**src/rtl/stream_word_packer_if.sv**
```systemverilog
// Valid/ready handshake bundle for stream_word_packer: narrow input stream plus packed wide output stream.
// Modport master drives the input stream and the output ready; modport slave is the packer side.
interface stream_word_packer_if #(
    parameter int WORD_WIDTH_IN = 8,
    parameter int RATIO         = 4
);
    logic [WORD_WIDTH_IN-1:0]       in_data_i;
    logic                           in_valid_i;
    logic                           in_last_i;
    logic                           in_ready_o;
    logic [WORD_WIDTH_IN*RATIO-1:0] out_data_o;
    logic                           out_valid_o;
    logic                           out_last_o;
    logic [$clog2(RATIO+1)-1:0]     out_count_o;
    logic                           out_ready_i;

    modport master (
        output in_data_i, in_valid_i, in_last_i, out_ready_i,
        input  in_ready_o, out_data_o, out_valid_o, out_last_o, out_count_o
    );

    modport slave (
        input  in_data_i, in_valid_i, in_last_i, out_ready_i,
        output in_ready_o, out_data_o, out_valid_o, out_last_o, out_count_o
    );
endinterface

```
**src/rtl/stream_word_packer.sv**
```systemverilog
// Packs RATIO narrow stream words into one wide word; 'last' closes a zero-filled partial word.
// Define PACK_MSB_FIRST_EN to place the first word of each wide word in the top lane.
module stream_word_packer #(
    parameter int WORD_WIDTH_IN = 8,
    parameter int RATIO         = 4
) (
    input  logic                  clk,
    input  logic                  rst_n,
    stream_word_packer_if.slave   bus
);
    localparam int OW = WORD_WIDTH_IN * RATIO;
    localparam int CW = $clog2(RATIO + 1);
    localparam int LW = (RATIO > 1) ? $clog2(RATIO) : 1;

    logic [LW-1:0] r_lane_cnt;
    logic [OW-1:0] r_acc;
    logic [OW-1:0] r_out_data;
    logic          r_out_valid;
    logic          r_out_last;
    logic [CW-1:0] r_out_count;

    logic          w_in_ready;
    logic          w_accept;
    logic          w_lane_full;
    logic          w_complete;
    logic [LW-1:0] w_lane_sel;
    logic [OW-1:0] w_merged;

    assign w_in_ready  = !r_out_valid || bus.out_ready_i;
    assign w_accept    = bus.in_valid_i && w_in_ready;
    assign w_lane_full = (r_lane_cnt == LW'(RATIO - 1));
    assign w_complete  = w_accept && (w_lane_full || bus.in_last_i);

`ifdef PACK_MSB_FIRST_EN
    assign w_lane_sel = LW'(RATIO - 1) - r_lane_cnt;
`else
    assign w_lane_sel = r_lane_cnt;
`endif

    // Accumulator with the incoming word inserted; lanes not yet filled are forced to zero.
    always_comb begin
        w_merged = r_acc;
        for (int unsigned i = 0; i < RATIO; i++) begin
            if (LW'(i) == w_lane_sel) begin
                w_merged[i*WORD_WIDTH_IN +: WORD_WIDTH_IN] = bus.in_data_i;
`ifdef PACK_MSB_FIRST_EN
            end else if (LW'(i) < w_lane_sel) begin
`else
            end else if (LW'(i) > w_lane_sel) begin
`endif
                w_merged[i*WORD_WIDTH_IN +: WORD_WIDTH_IN] = '0;
            end
        end
    end

    always_ff @(posedge clk or negedge rst_n) begin
        if (!rst_n) begin
            r_lane_cnt  <= '0;
            r_acc       <= '0;
            r_out_data  <= '0;
            r_out_valid <= 1'b0;
            r_out_last  <= 1'b0;
            r_out_count <= '0;
        end else begin
            if (w_accept) begin
                if (w_complete) begin
                    r_lane_cnt <= '0;
                    r_acc      <= '0;
                end else begin
                    r_lane_cnt <= r_lane_cnt + LW'(1);
                    r_acc      <= w_merged;
                end
            end
            // A completion overrides the drain so back-to-back wide words leave no bubble.
            if (w_complete) begin
                r_out_data  <= w_merged;
                r_out_count <= CW'(r_lane_cnt) + CW'(1);
                r_out_last  <= bus.in_last_i;
                r_out_valid <= 1'b1;
            end else if (bus.out_ready_i) begin
                r_out_valid <= 1'b0;
            end
        end
    end

    assign bus.in_ready_o  = w_in_ready;
    assign bus.out_data_o  = r_out_data;
    assign bus.out_valid_o = r_out_valid;
    assign bus.out_last_o  = r_out_last;
    assign bus.out_count_o = r_out_count;

endmodule
```
**src/flat_wrapper.sv**
```systemverilog
// flat-port wrapper written by rule: the top's interface ports become plain ports
module stream_word_packer_flat 
#(
    parameter int WORD_WIDTH_IN = 8,
    parameter int RATIO         = 4
)
  (clk, rst_n, bus_in_data_i, bus_in_valid_i, bus_in_last_i, bus_out_ready_i, bus_in_ready_o, bus_out_data_o, bus_out_valid_o, bus_out_last_o, bus_out_count_o);
  stream_word_packer_if #(.WORD_WIDTH_IN(WORD_WIDTH_IN), .RATIO(RATIO)) bus_i ();
  input  logic clk;
  input  logic rst_n;
  input wire logic [$bits(bus_i.in_data_i)-1:0] bus_in_data_i;
  input wire logic [$bits(bus_i.in_valid_i)-1:0] bus_in_valid_i;
  input wire logic [$bits(bus_i.in_last_i)-1:0] bus_in_last_i;
  input wire logic [$bits(bus_i.out_ready_i)-1:0] bus_out_ready_i;
  output wire logic [$bits(bus_i.in_ready_o)-1:0] bus_in_ready_o;
  output wire logic [$bits(bus_i.out_data_o)-1:0] bus_out_data_o;
  output wire logic [$bits(bus_i.out_valid_o)-1:0] bus_out_valid_o;
  output wire logic [$bits(bus_i.out_last_o)-1:0] bus_out_last_o;
  output wire logic [$bits(bus_i.out_count_o)-1:0] bus_out_count_o;
  assign bus_i.in_data_i = bus_in_data_i;
  assign bus_i.in_valid_i = bus_in_valid_i;
  assign bus_i.in_last_i = bus_in_last_i;
  assign bus_i.out_ready_i = bus_out_ready_i;
  assign bus_in_ready_o = bus_i.in_ready_o;
  assign bus_out_data_o = bus_i.out_data_o;
  assign bus_out_valid_o = bus_i.out_valid_o;
  assign bus_out_last_o = bus_i.out_last_o;
  assign bus_out_count_o = bus_i.out_count_o;
  stream_word_packer #(.WORD_WIDTH_IN(WORD_WIDTH_IN), .RATIO(RATIO)) u_core (.clk(clk), .rst_n(rst_n), .bus(bus_i));
endmodule
```
**config.mk**
```make
export PLATFORM = sky130hd
export DESIGN_NAME = stream_word_packer_flat
export DESIGN_NICKNAME = d
export VERILOG_FILES = /design/src/rtl/stream_word_packer_if.sv /design/src/rtl/stream_word_packer.sv /design/src/flat_wrapper.sv
export SDC_FILE = /design/constraint.sdc
export NUM_CORES = 1
export LEC_CHECK = 0
export CAP_MARGIN = 10
export CORE_ASPECT_RATIO = 2
export CORE_MARGIN = 3
export CORE_UTILIZATION = 41
export CTS_BUF_LIST = sky130_fd_sc_hd__clkbuf_4 sky130_fd_sc_hd__clkbuf_8 sky130_fd_sc_hd__clkbuf_16
export DETAILED_ROUTE_END_ITERATION = 7
export GPL_ROUTABILITY_DRIVEN = 1
export HOLD_SLACK_MARGIN = 0.03
export PLACE_DENSITY = 0.62
export RECOVER_POWER = 100
export SKIP_CTS_REPAIR_TIMING = 1
export SYNTH_ARGS = -nofsm -noshare
export SYNTH_HDL_FRONTEND = slang
export SYNTH_SLANG_ARGS = --single-unit
```
**constraint.sdc**
```tcl
create_clock -name clk -period 2.1 [get_ports clk]
set_input_delay 0.315 -clock clk [delete_from_list [all_inputs] [get_ports clk]]
set_output_delay 0.315 -clock clk [all_outputs]
set_load 0.01 [all_outputs]
```
==> out/metrics.cfg, run 1 <==
[cells_and_area]
drive_gt1_frac=0.173
fillers=573
seq_area_mm2=0.00158
finalCoreUtilization=0.562
stdcell_area_mm2=0.00363
fin_nets=273
syn2layout_area_growth_pct=30.2
multi_input_area_mm2=0.00103
diodes=0

[die]
core_mm2=0.00646
ios=51
rows=41
start_util=0.432
chipWidth_um=64.3
die_h_um=123
dieArea_mm2=0.00789

[place]
dpl_cell_area_mm2=0.00345
portBuffers=50
gp_congestion=0.717
hpwl_um=4280

[routing]
met2_length_um=3370
routedLengthMet1_um=2490
highest_layer=met4
wl_met3_um=252
first_pass_iters=4
totalWireLength_um=6200
drc=0
post_drt_wl_per_cell_um=17.9
drtAntennaViolNets=0
drtIter0Drc=68
detailroute.via_count=1870
avgViaCountPerCell=5.40

[clock_tree]
clk-insertion-delay-late_ns=0.32
root_buffer=clkbuf_16
ctsLongestPathBuffers=2
htreeDepth=3
cts_tree=done
cts.sinks=63
clkTransAtPathRegs_ns=0.05
cts_buffers=9

[setup_path]
cp.arrival_ns=2.11
crit_path_end_kind=register
crit_path_max_fanout=9
path_class=register to register
cp.required_ns=2.36
start_kind=register

[logic_synthesis]
synthFlopType=dfrtp_1
synth_area_mm2=0.00279
yosysWarnings=0
ys_ff_latch=63
synthCells=193
synth_edf_count=0
yosysSeqAreaShare=0.565
syn_avg_cell_area_um2=14.5
syn_nets=210
ys_types=31
synth-async-reset-ratio=1.00

[job]
max_cap_viol_count=0

[global_route]
grt_usage=0.175
antenna_found_initial=0
grt_pass1_vias=1937
grt_max_degree=64
grt_pass1_wl_um=10200
gr-total-overflow=0

[timing]
tightest_slew_ns=0.849
tns_ns=0
relSlewSlack=0.434
final_max_slew_viol_count=0
rsz0062_at_grt=false
layout_min_cycle_time_ns=1.86
clock_skew_ns=0.00589
fmax_mhz=539
post-route-period-util=0.883
setup_viol=0
hold_viol_final=0

[power_and_ir_drop]
irDropWorstVdd_v=0.000489
powerDensity_mw_per_mm2=1120
power.leakage_nw=1.79

[outcome]
status=finished clean

[min_path]
hp-class=register to register

-- cells by family after synthesis --
| logic type | count (synthesis) | synth area share |
|---|---|---|
| flip-flops | 63 | 0.565 |
| AO/OA/AOI/OAI | 55 | 0.169 |
| multiplexers | 34 | 0.164 |
| AND/OR/NAND/NOR | 20 | 0.0525 |
| buffers and inverters | 17 | 0.0323 |
| adder cells (fa/ha/maj) | 4 | 0.0179 |
-- sequential cells by signal, summed over array words and instances, names as in the netlist --
name / flops
u_core.bus.out_count_o: 3
u_core.bus.out_valid_o: 1
u_core.bus.out_data_o: 32
u_core.r_acc: 24
u_core.r_lane_cnt: 2
u_core.bus.out_last_o: 1
-- synth_stat cells, types with 2 or more instances --
cell type | number | area, µm²
a22o_1 | 46 | 403
buf_6 | 2 | 22.5
mux2_2 | 13 | 146
o21ai_0 | 2 | 10.0
nand3_1 | 2 | 10.0
nand2b_1 | 2 | 12.5
dfrtp_1 | 63 | 1580
ha_1 | 4 | 50.1
clkbuf_1 | 4 | 15.0
nor4bb_1 | 2 | 20.0
nor2_1 | 2 | 7.51
nand2_1 | 3 | 11.3
inv_1 | 4 | 15.0
a21oi_1 | 3 | 15.0
mux2_4 | 20 | 300
buf_2 | 6 | 30.0
-- per-layer routing --
metal  vias up  track usage
met5         -            0
met3         8       0.0467
met2        45        0.291
met4         0       0.0848
met1       960        0.208
li1        857            -
-- per-stage QoR --
stage	instances	setup WS, ns	hold WS [ns]	power, mW
global placement	330	0.225	0.351	2.90
global route	346	0.0941	0.501	4.30
floorplan	193	0.479	0.0194	2.30
finish	346	0.245	0.475	4.07
CTS	345	0.250	0.000836	4.33
detailed placement	330	0.204	0.353	2.92
-- layout by cell type, fill, tap and decap left out, drive strengths merged, types with 2 or more instances in the layout --
cell type      synthesis  final
a21oi                  3      3
a22o                  46     46
buf                    9     12
clkbuf                 4     15
clkdlybuf4s50          0     11
clkinv                 0      2
dfrtp                 63     63
dlygate4sd3            0     39
ha                     4      4
inv                    4      4
mux2                  33     33
nand2                  3      3
nand2b                 2      2
nand3                  3      3
nor2                   2      2
nor4bb                 2      2
o21ai                  2      2
-- power by group --
part | internal, mW | switching, mW
registers | 1.47 | 0.140
logic | 0.595 | 0.485
clock network | 0.883 | 0.499
-- worst paths after layout --
path                                             end  slack, ns                       from  cells past startpoint
min reg2reg                u_core.bus.out_count_o[2]       0.48  u_core.bus.out_count_o[2]                      1
min                        u_core.bus.out_count_o[2]       0.48  u_core.bus.out_count_o[2]                      1
max in group asynchronous           u_core.r_acc[13]       0.80                      rst_n                      3
min in group asynchronous  u_core.bus.out_data_o[19]       0.73                      rst_n                      3
max reg2reg                         u_core.r_acc[21]       0.24       u_core.r_lane_cnt[1]                      4
max                                 u_core.r_acc[21]       0.24       u_core.r_lane_cnt[1]                      4
-- cell type report --
cell class / count / share of cell area
Sequential cell: 63 / 0.434
Multi-Input combinational cell: 113 / 0.285
Timing Repair Buffer: 65 / 0.169
Clock buffer: 12 / 0.0733
Tap cell: 86 / 0.0296
Clock inverter: 3 / 0.00482
Inverter: 4 / 0.00413
-- critical path: stages, from the launching register on --
cell	delay, ns
dfrtp_1	0.43
ha_1	0.32
or4b_1	0.53
nand3_1	0.30
a22o_1	0.21
(Power assumes the default switching activity.)
==> run 2: changes to the inputs <==
--- a/config.mk
+++ b/config.mk
@@ -16,6 +16,7 @@
 export PLACE_DENSITY = 0.62
 export RECOVER_POWER = 100
 export SKIP_CTS_REPAIR_TIMING = 1
+export SLEW_MARGIN = 20
 export SYNTH_ARGS = -nofsm -noshare
 export SYNTH_HDL_FRONTEND = slang
 export SYNTH_SLANG_ARGS = --single-unit
==> results of run 2 <==
Final layout, timing and power as in run 1 (identical DEF).
